### src/rtl/key_conditioner.sv
// Push-button front end: synchronises, debounces and edge-detects Up/Down/Accel,
// generates hold-to-repeat pulses and the speed selection. Define KEY_LONGPRESS_CLR_EN for the Accel long-press clear.
module key_conditioner #(
    parameter int unsigned DEB_CYCLES = 1000000,
    parameter int unsigned REP_DELAY  = 25000000,
    parameter int unsigned REP_PERIOD = 5000000
) (
    input  logic       Clk_50MHz,
    input  logic       Rst_n,
    input  logic [2:0] Key_n,
    output logic [2:0] Key_level,
    output logic       Up_pulse,
    output logic       Down_pulse,
    output logic       Accel_pulse,
    output logic [1:0] Speed_sel,
    output logic [2:0] ALed,
    output logic       Clr_pulse
);

    localparam int unsigned DW      = $clog2(DEB_CYCLES);
    localparam int unsigned REP_MAX = (REP_DELAY > REP_PERIOD) ? REP_DELAY : REP_PERIOD;
    localparam int unsigned RW      = $clog2(REP_MAX);

    localparam logic [DW-1:0] DEB_LAST = DW'(DEB_CYCLES - 1);
    localparam logic [RW-1:0] DLY_LAST = RW'(REP_DELAY - 1);
    localparam logic [RW-1:0] PER_LAST = RW'(REP_PERIOD - 1);

    typedef enum logic [1:0] {
        S_IDLE   = 2'd0,
        S_DELAY  = 2'd1,
        S_REPEAT = 2'd2
    } rep_state_t;

    typedef enum logic [1:0] {
        SPD_1X = 2'd0,
        SPD_2X = 2'd1,
        SPD_4X = 2'd2
    } speed_t;

    // Synchroniser and debounce state; bit 0 Up, bit 1 Down, bit 2 Accel (1 = released).
    logic [2:0]    r_sync1;
    logic [2:0]    r_sync2;
    logic [2:0]    r_stable;
    logic [2:0]    r_stable_d;
    logic [DW-1:0] r_deb_cnt [3];

    logic [2:0] w_level;
    logic [2:0] w_press;
    logic       w_both;

    always_ff @(posedge Clk_50MHz or negedge Rst_n) begin
        if (!Rst_n) begin
            r_sync1    <= '1;
            r_sync2    <= '1;
            r_stable   <= '1;
            r_stable_d <= '1;
            for (int unsigned i = 0; i < 3; i++) begin
                r_deb_cnt[i] <= '0;
            end
        end else begin
            r_sync1    <= Key_n;
            r_sync2    <= r_sync1;
            r_stable_d <= r_stable;
            for (int unsigned i = 0; i < 3; i++) begin
                if (r_sync2[i] == r_stable[i]) begin
                    r_deb_cnt[i] <= '0;
                end else if (r_deb_cnt[i] == DEB_LAST) begin
                    r_stable[i]  <= r_sync2[i];
                    r_deb_cnt[i] <= '0;
                end else begin
                    r_deb_cnt[i] <= r_deb_cnt[i] + 1'b1;
                end
            end
        end
    end

    assign w_level = ~r_stable;
    assign w_press = r_stable_d & ~r_stable;
    assign w_both  = w_level[0] & w_level[1];

    // Repeat FSMs: index 0 Up, index 1 Down.
    rep_state_t    r_state      [2];
    rep_state_t    w_state_nxt  [2];
    logic [RW-1:0] r_rcnt       [2];
    logic [RW-1:0] w_rcnt_nxt   [2];
    logic [1:0]    r_rep_pulse;
    logic [1:0]    w_rep_pulse_nxt;

    always_ff @(posedge Clk_50MHz or negedge Rst_n) begin
        if (!Rst_n) begin
            for (int unsigned k = 0; k < 2; k++) begin
                r_state[k] <= S_IDLE;
                r_rcnt[k]  <= '0;
            end
            r_rep_pulse <= '0;
        end else begin
            for (int unsigned k = 0; k < 2; k++) begin
                r_state[k] <= w_state_nxt[k];
                r_rcnt[k]  <= w_rcnt_nxt[k];
            end
            r_rep_pulse <= w_rep_pulse_nxt;
        end
    end

    // Holding both directions parks both FSMs in IDLE; since a press edge is
    // needed to leave IDLE, neither re-arms until released and pressed again.
    always_comb begin
        w_rep_pulse_nxt = '0;
        for (int unsigned k = 0; k < 2; k++) begin
            w_state_nxt[k] = r_state[k];
            w_rcnt_nxt[k]  = r_rcnt[k];
            if (w_both) begin
                w_state_nxt[k] = S_IDLE;
                w_rcnt_nxt[k]  = '0;
            end else begin
                case (r_state[k])
                    S_IDLE: begin
                        if (w_press[k]) begin
                            w_rep_pulse_nxt[k] = 1'b1;
                            w_state_nxt[k]     = S_DELAY;
                            w_rcnt_nxt[k]      = '0;
                        end
                    end
                    S_DELAY: begin
                        if (!w_level[k]) begin
                            w_state_nxt[k] = S_IDLE;
                            w_rcnt_nxt[k]  = '0;
                        end else if (r_rcnt[k] == DLY_LAST) begin
                            w_rep_pulse_nxt[k] = 1'b1;
                            w_state_nxt[k]     = S_REPEAT;
                            w_rcnt_nxt[k]      = '0;
                        end else begin
                            w_rcnt_nxt[k] = r_rcnt[k] + 1'b1;
                        end
                    end
                    S_REPEAT: begin
                        if (!w_level[k]) begin
                            w_state_nxt[k] = S_IDLE;
                            w_rcnt_nxt[k]  = '0;
                        end else if (r_rcnt[k] == PER_LAST) begin
                            w_rep_pulse_nxt[k] = 1'b1;
                            w_rcnt_nxt[k]      = '0;
                        end else begin
                            w_rcnt_nxt[k] = r_rcnt[k] + 1'b1;
                        end
                    end
                    default: begin
                        w_state_nxt[k] = S_IDLE;
                        w_rcnt_nxt[k]  = '0;
                    end
                endcase
            end
        end
    end

    logic w_clr_nxt;

`ifdef KEY_LONGPRESS_CLR_EN
    localparam int unsigned   HW        = $clog2(2 * REP_DELAY + 1);
    localparam logic [HW-1:0] HOLD_LAST = HW'(2 * REP_DELAY - 1);

    logic [HW-1:0] r_hold_cnt;

    // Counter parks one past the target so only one clear fires per hold.
    always_ff @(posedge Clk_50MHz or negedge Rst_n) begin
        if (!Rst_n) begin
            r_hold_cnt <= '0;
        end else if (!w_level[2]) begin
            r_hold_cnt <= '0;
        end else if (r_hold_cnt <= HOLD_LAST) begin
            r_hold_cnt <= r_hold_cnt + 1'b1;
        end
    end

    assign w_clr_nxt = w_level[2] && (r_hold_cnt == HOLD_LAST);
`else
    assign w_clr_nxt = 1'b0;
`endif

    speed_t     r_speed;
    speed_t     w_speed_nxt;
    logic [2:0] r_aled;
    logic [2:0] w_aled_nxt;
    logic       r_accel_pulse;
    logic       r_clr_pulse;

    always_comb begin
        w_speed_nxt = r_speed;
        if (w_clr_nxt) begin
            w_speed_nxt = SPD_1X;
        end else if (w_press[2]) begin
            case (r_speed)
                SPD_1X:  w_speed_nxt = SPD_2X;
                SPD_2X:  w_speed_nxt = SPD_4X;
                default: w_speed_nxt = SPD_1X;
            endcase
        end
        case (w_speed_nxt)
            SPD_2X:  w_aled_nxt = 3'b010;
            SPD_4X:  w_aled_nxt = 3'b100;
            default: w_aled_nxt = 3'b001;
        endcase
    end

    always_ff @(posedge Clk_50MHz or negedge Rst_n) begin
        if (!Rst_n) begin
            r_speed       <= SPD_1X;
            r_aled        <= 3'b001;
            r_accel_pulse <= 1'b0;
            r_clr_pulse   <= 1'b0;
        end else begin
            r_speed       <= w_speed_nxt;
            r_aled        <= w_aled_nxt;
            r_accel_pulse <= w_press[2];
            r_clr_pulse   <= w_clr_nxt;
        end
    end

    assign Key_level   = w_level;
    assign Up_pulse    = r_rep_pulse[0];
    assign Down_pulse  = r_rep_pulse[1];
    assign Accel_pulse = r_accel_pulse;
    assign Speed_sel   = r_speed;
    assign ALed        = r_aled;
    assign Clr_pulse   = r_clr_pulse;

endmodule

### config.mk
export PLATFORM = sky130hd
export DESIGN_NAME = key_conditioner
export DESIGN_NICKNAME = d
export VERILOG_FILES = /design/src/rtl/key_conditioner.sv
export SDC_FILE = /design/constraint.sdc
export NUM_CORES = 1
export LEC_CHECK = 0
export ABC_CLOCK_PERIOD_IN_PS = 3700
export CAP_MARGIN = 0
export CORE_UTILIZATION = 61
export CTS_CLUSTER_DIAMETER = 80
export DETAILED_ROUTE_END_ITERATION = 8
export GPL_ROUTABILITY_DRIVEN = 0
export GPL_TIMING_DRIVEN = 0
export PLACE_DENSITY = 0.79
export SYNTH_ARGS = -nofsm -noshare
export SYNTH_HDL_FRONTEND = slang
export SYNTH_SLANG_ARGS = --single-unit
### constraint.sdc
create_clock -name Clk_50MHz -period 3.7 [get_ports Clk_50MHz]
set_input_delay 0.555 -clock Clk_50MHz [delete_from_list [all_inputs] [get_ports Clk_50MHz]]
set_output_delay 0.555 -clock Clk_50MHz [all_outputs]
set_load 0.02 [all_outputs]
# ---- Word level (Yosys, flattened, before mapping)
# Cells that the tools add are included.
dict set report totals {
  regBits 134
  in_bits 5
  out_inout_bits 12
  elab_cells 108
}
dict set report op_classes {
  addsub 5
  eq_ne 23
  n_mux 49
  n_bitwise 6
  n_reduce_logical 8
}
# op n
set op_table {}
lappend op_table {{25-bit two-way mux} 12}
lappend op_table {{25-bit case mux with 3 select lines} 2}
lappend op_table {{20-bit two-way mux} 6}
lappend op_table {{20-bit by 1-bit adder with 20-bit output (second input constant)} 3}
lappend op_table {{20-bit == test (second input constant)} 3}
lappend op_table {{25-bit by 1-bit adder with 25-bit output (second input constant)} 2}
lappend op_table {{25-bit by 23-bit == test with 1-bit output (second input constant)} 2}
lappend op_table {{25-bit == test (second input constant)} 2}
lappend op_table {{2-bit two-way mux} 11}
lappend op_table {{1-bit two-way mux} 12}
lappend op_table {{3-bit inequality test (second input constant)} 4}
lappend op_table {{2-bit case mux with 3 select lines} 2}
lappend op_table {{2-bit by 1-bit == test with 1-bit output (second input constant)} 4}
lappend op_table {{4-bit inequality test (second input constant)} 2}
lappend op_table {{2-bit == test (second input constant)} 3}
lappend op_table {{2-bit zero test} 3}
lappend op_table {{1-bit case mux with 3 select lines} 2}
lappend op_table {{3-bit case mux with 2 select lines} 1}
lappend op_table {{2-bit AND reduction} 3}
lappend op_table {{3-bit AND reduction} 2}
lappend op_table {{2-bit case mux with 2 select lines} 1}
lappend op_table {{3-bit bitwise AND} 1}
lappend op_table {{1-bit == test} 3}
lappend op_table {{1-bit NOT} 3}
lappend op_table {{other kinds (2)} 2}

# ---- Depth between registers and ports, before layout
dict set report logic_depth {
  word_depth 5
  ltp_mapped 9
  depth_no_buf 8
}

# ---- Worst setup path before layout
# OpenSTA, ideal clock, no wires.
dict set report synth_path {
  path_type {register to register}
  from {register r_rcnt[7] (netlist bit)}
  to {register r_state[1] (netlist bit)}
  setup_time_ns 0.101
  t_arrival_ns 2.611
  required_time_ns 3.599
  slack_ns 0.987
  stages_incl_launch_ff 7
  path_buffers 0
  period_less_slack_ns 2.713
  path_cell_list {dfrtp_1 > or4b_1 > or4_4 > o41ai_4 > nor2b_1 > mux2_2 > o32ai_1}
}
dict set report synth_between {
  elab_chain_len 3
}
# item line
set synth_rtl {}
lappend synth_rtl {{start, declared} 84} ;# logic [RW-1:0] r_rcnt [2];
lappend synth_rtl {{start signal, assigned by index} 99} ;# r_rcnt[k] <= w_rcnt_nxt[k];
lappend synth_rtl {{25-bit == test} 128} ;# end else if (r_rcnt[k] == DLY_LAST) begin
lappend synth_rtl {{4-bit inequality test (no source line)} n/a}
lappend synth_rtl {{3-bit AND reduction (no source line)} n/a}
lappend synth_rtl {{end signal, assigned by index} 98} ;# r_state[k] <= w_state_nxt[k];
lappend synth_rtl {{end, declared} 82} ;# rep_state_t r_state [2];
# No other way between the ends.
# A chain may end at the register's enable or synchronous reset.

# ---- Worst setup path in the final report
dict set report layout_path {
  from {register r_state[2] (netlist bit)}
  to {register r_rcnt[38] (netlist bit)}
}
dict set report layout_between {
  elab_chain_len 3
  word_cells_on_any_way 6
  cone_classes {eq/ne (3); mux (2); reduce/logical (1)}
}
# item line
set layout_rtl {}
lappend layout_rtl {{2-bit == test, or another cell as far along} 116} ;# case (r_state[k])
lappend layout_rtl {{25-bit case mux with 3 select lines} 116}
lappend layout_rtl {{25-bit two-way mux} 112} ;# if (w_both) begin
# Parallel ways exist; a longest one is shown, timed or not.

==> summary.txt <==
Routing
  • Drc violations: 0
  • Initial DRC Count: 397
  • Vias after detailed routing: 5662
  • Total length of routed wires: 14900 um
  • Average routed wire per standard cell: 16.2 um
  • Number of detailed-route iterations in the first pass: 5
  • Post-DRT Antenna Nets: 0
  • Drt via density: 6.15

Timing
  • Worst rel slew slack: 0.414
  • Transition time at the pin with the least slew margin: between 0.8 and 0.9 ns
  • Min Hold Slack: 0.106 ns
  • Hold Violations, Final: 0
  • Unrepaired setup endpoints after global routing: false
  • Setup Skew: ~0.0069 ns
  • Count of final setup violators: 0
  • Minimum clock period after layout: 3.08 ns
  • Final-report max-slew violation count: 0
  • Max frequency: roughly 320 MHz
  • Final critical-path share of the clock period: 0.833

Synth
  • Mean cell area of the mapped netlist: 9.41 um^2
  • Share of the synthesized area in compound gates (AO/OA/AOI/OAI): 0.122
  • Seq cells post-synth: 134
  • Gate count of the mapped netlist: 732
  • Xor-xnor portion of the synthesized cell area: 0.0712
  • Top FF cell, synth: sky130_fd_sc_hd__dfrtp_1
  • Fraction of synthesis flops using an asynchronous set or reset pin: 1.00
  • Post-synth EDFFs: 0
  • Area share of and/or/nand/nor cells after synthesis: 0.253
  • Adder-cell share of the synthesized area: 0.0272
  • Post-synthesis mux area share: 0.00636
  • Yosys cell types: 61
  • Share of the yosys chip area belonging to registers: 0.489
  • Combinational family with the most area after synthesis: simple AND/OR/NAND/NOR gates
  • Netlist area before placement: 6890 um^2
  • Yosys synthesis warning count: 0
  • Nets in the synthesized netlist: 752

Layout
  • Leading cell type in the layout, fill and taps excluded: sky130_fd_sc_hd__dfrtp_1
  • Syn-to-layout area delta: 14.3%
  • Diodes inserted: 0
  • Layout cells sized above 1: 0.0782
  • Most used cells in the layout excluding fill and tap cells: sky130_fd_sc_hd__dfrtp_1 (121), sky130_fd_sc_hd__nor2_1 (107), sky130_fd_sc_hd__nand2_1 (63)
  • Filler Cell Count: 799
  • Non-filler instance count after layout: 920
  • Net count, final: 787

Worst setup path
  • Largest incremental delay on the critical path: 0.82 ns
  • CP Data Arrival Time: 3.43 ns
  • CP Class: reg2reg
  • Critical path capture point type: flip-flop
  • Number of buffer and inverter stages on the critical path: 2
  • CP startpoint kind: flip-flop
  • Series of cell instances along the critical path: inv_1, ha_1, nor2b_1, nand4_1, a21oi_1, clkbuf_1, nand3b_1, o21ai_0
  • Max Fanout on Critical Path: 10
  • Critical path required time: 4.05 ns
  • Family with the most delay on the worst path: compound AO/OA/AOI/OAI gates
  • Library cell contributing the largest single delay on the critical path: sky130_fd_sc_hd__a21oi_1

Clock tree
  • TritonCTS clock tree: done
  • Clock net sink count: around 130
  • CTS buffer count: 17
  • Insertion delay to the later sink of the worst-skew pair: 0.43 ns
  • Postcts setup bufs: 0
  • Hold-fix buffer count after cts: 0
  • Total of cells resized after clock tree synthesis: 0
  • Number of buffers on the longest clock path: 2
  • Clk pin slew, worst setup/hold paths: 0.05 ns
  • Root cell of the clock tree: sky130_fd_sc_hd__clkbuf_16
  • H-tree level count: 4

Floorplan
  • Initial core utilization: 0.630
  • Rows: 38
  • Number of top-level design ports: 17
  • Standard cell core area: 10900 um^2
  • Floorplan die area: 11700 um^2
  • Chip Width: ~110 um
  • Vertical die dimension: between 100 and 150 um

GRT
  • GRT met3 Usage: 0.0850
  • Met2 usage in global routing: 0.448
  • Number of antenna violations at the first check in global routing: 0
  • Total routing usage reported by global routing: 0.280
  • Number of global-route vias before repair: 5422
  • First-pass GRT wire length: 25200 um
  • Remaining Overflow, GRT: 0
  • Met1 global-route usage: 0.361
  • Pin count of the biggest net entering global routing: around 70
  • Top Usage Layer GRT: met2

Run
  • Max-cap violation count: 0

Power
  • Power per Cell Area: 423 nW/um^2
  • Relative contribution of combinational cells to total power: 0.020
  • Cell-internal power: 2.66 mW
  • Switching power as a share of total power: 0.200
  • Proportion of power drawn by flip-flops and latches: 0.448
  • Switching power: 0.666 mW
  • Clock group share of total power: 0.532
  • Leak: around 3.5 nW
  • Worst IR Drop VDD: 0.408 mV

Status
  • Result of the run: completed

Placed design
  • Number of placed cells counting well taps: about 890
  • Total half-perimeter wirelength after legalization and detailed placement: 9830 um
  • Count of input and output buffers: 15

Worst hold path
  • Class of the most critical hold timing path: in2async
power groups by stage:
stage          Sequential, mW  Combinational, mW  Clock [mW]
2_1_floorplan            1.51             0.0264           0
3_3_place_gp             1.52             0.0637           0
3_5_place_dp             1.52             0.0692           0
4_1_cts                  1.49             0.0693        1.79
5_1_grt                  1.49             0.0784        1.86
6_report                 1.49             0.0667        1.77
metrics by stage:
| stage | area [um^2] | total power [mW] | util | worst slack [ns] | setup TNS [ns] |
|---|---|---|---|---|---|
| after global placement | 7210 | 1.58 | 0.660 | -2.98 | -377.07 |
| after floorplan | 6890 | 1.54 | - | 0.987 | 0 |
| after detailed placement | 7240 | 1.59 | 0.662 | 0.700 | 0 |
| final | 7870 | 3.33 | 0.720 | 0.617 | 0 |
| after CTS | 7870 | 3.36 | 0.720 | 0.601 | 0 |
| after global routing | 7870 | 3.43 | 0.720 | 0.329 | 0 |
final cells by class:
| cell class | count | area [um^2] | share of cell area |
|---|---|---|---|
| multi-input cells | 547 | 3310 | 0.421 |
| repair buffers | 16 | 179 | 0.0227 |
| inverters | 28 | 105 | 0.0134 |
| plain buffers | 23 | 103 | 0.0130 |
| flip-flops and latches | 134 | 3370 | 0.428 |
| clock buffers | 24 | 512 | 0.0650 |
| clock inverters | 8 | 118 | 0.0149 |
| well taps | 140 | 175 | 0.0223 |
logic make-up (layout without fill, tap and decap cells):
group	count (synthesis)	in the layout
and+or+nand+nor	348	348
other	1	1
adders and majority gates	15	15
AOI/OAI and AO/OA	123	123
muxes	4	4
xor gates and xnor gates	56	56
DFF	134	134
buffers and inverters	51	99
final timing paths:
check                      slack, ns                    from                endpoint  cells past startpoint
setup reg to reg                0.62  r_state[2]$_DFFE_PN0P_  r_rcnt[38]$_DFFE_PN0P_                      8
min in group Clk_50MHz          0.36    r_sync1[1]$_DFF_PN1_    r_sync2[1]$_DFF_PN1_                      0
hold / removal                  0.11                   Rst_n  Speed_sel[1]$_DFF_PN0_                      1
setup / recovery                0.62  r_state[2]$_DFFE_PN0P_  r_rcnt[38]$_DFFE_PN0P_                      8
hold reg to reg                 0.36    r_sync1[1]$_DFF_PN1_    r_sync2[1]$_DFF_PN1_                      0
max in group asynchronous       2.82                   Rst_n    r_sync1[0]$_DFF_PN1_                      2
state kept, by name, summed over array words and instances, names as in the netlist:
name,count
r_deb_cnt,60
Speed_sel,2
r_stable,3
Accel_pulse,1
r_sync2,3
ALed,3
r_rcnt,50
r_rep_pulse,2
r_state,4
r_sync1,3
r_stable_d,3
Yosys cell counts (3+ instances only):
master	instances	share of area
sky130_fd_sc_hd__dfrtp_1	121	0.44
sky130_fd_sc_hd__nor2_1	107	0.058
sky130_fd_sc_hd__nand2_1	63	0.034
sky130_fd_sc_hd__nand3_1	59	0.043
sky130_fd_sc_hd__o21ai_0	37	0.027
sky130_fd_sc_hd__xor2_1	37	0.047
sky130_fd_sc_hd__inv_1	27	0.015
sky130_fd_sc_hd__a22o_1	24	0.031
sky130_fd_sc_hd__nand4_1	24	0.022
sky130_fd_sc_hd__clkbuf_1	19	0.010
sky130_fd_sc_hd__xnor2_1	19	0.024
sky130_fd_sc_hd__and3_1	17	0.015
sky130_fd_sc_hd__a21o_1	16	0.017
sky130_fd_sc_hd__a21oi_1	16	0.012
sky130_fd_sc_hd__ha_1	15	0.027
sky130_fd_sc_hd__nor3_1	14	0.010
sky130_fd_sc_hd__dfstp_2	13	0.050
sky130_fd_sc_hd__nor4_1	10	0.0091
sky130_fd_sc_hd__or4_1	8	0.0087
sky130_fd_sc_hd__and4_1	7	0.0089
sky130_fd_sc_hd__nor2b_1	6	0.0055
sky130_fd_sc_hd__and2_1	5	0.0045
sky130_fd_sc_hd__a31oi_1	4	0.0036
sky130_fd_sc_hd__nand3b_1	4	0.0044
sky130_fd_sc_hd__nor4bb_1	4	0.0058
sky130_fd_sc_hd__o21a_1	4	0.0044
sky130_fd_sc_hd__or2_2	4	0.0036
sky130_fd_sc_hd__a22oi_1	3	0.0033
sky130_fd_sc_hd__mux2_2	3	0.0049
sky130_fd_sc_hd__nor4b_1	3	0.0038
sky130_fd_sc_hd__o211ai_1	3	0.0033
sky130_fd_sc_hd__or3_1	3	0.0027
worst reg2reg max path, cell delays in order (launching register included):
cell and delay [ns]:
sky130_fd_sc_hd__dfrtp_1 0.43, sky130_fd_sc_hd__inv_1 0.09, sky130_fd_sc_hd__ha_1 0.31, sky130_fd_sc_hd__nor2b_1 0.24
sky130_fd_sc_hd__nand4_1 0.38, sky130_fd_sc_hd__a21oi_1 0.82, sky130_fd_sc_hd__clkbuf_1 0.49, sky130_fd_sc_hd__nand3b_1 0.14
sky130_fd_sc_hd__o21ai_0 0.09
layer usage:
layer / share of wire / wire (um)
met1: 0.44 / 6530
met2: 0.48 / 7170
met3: 0.061 / 915
met4: 0.018 / 263
met5: 0 / 0
Note: power is estimated with default switching activity, not from simulation.
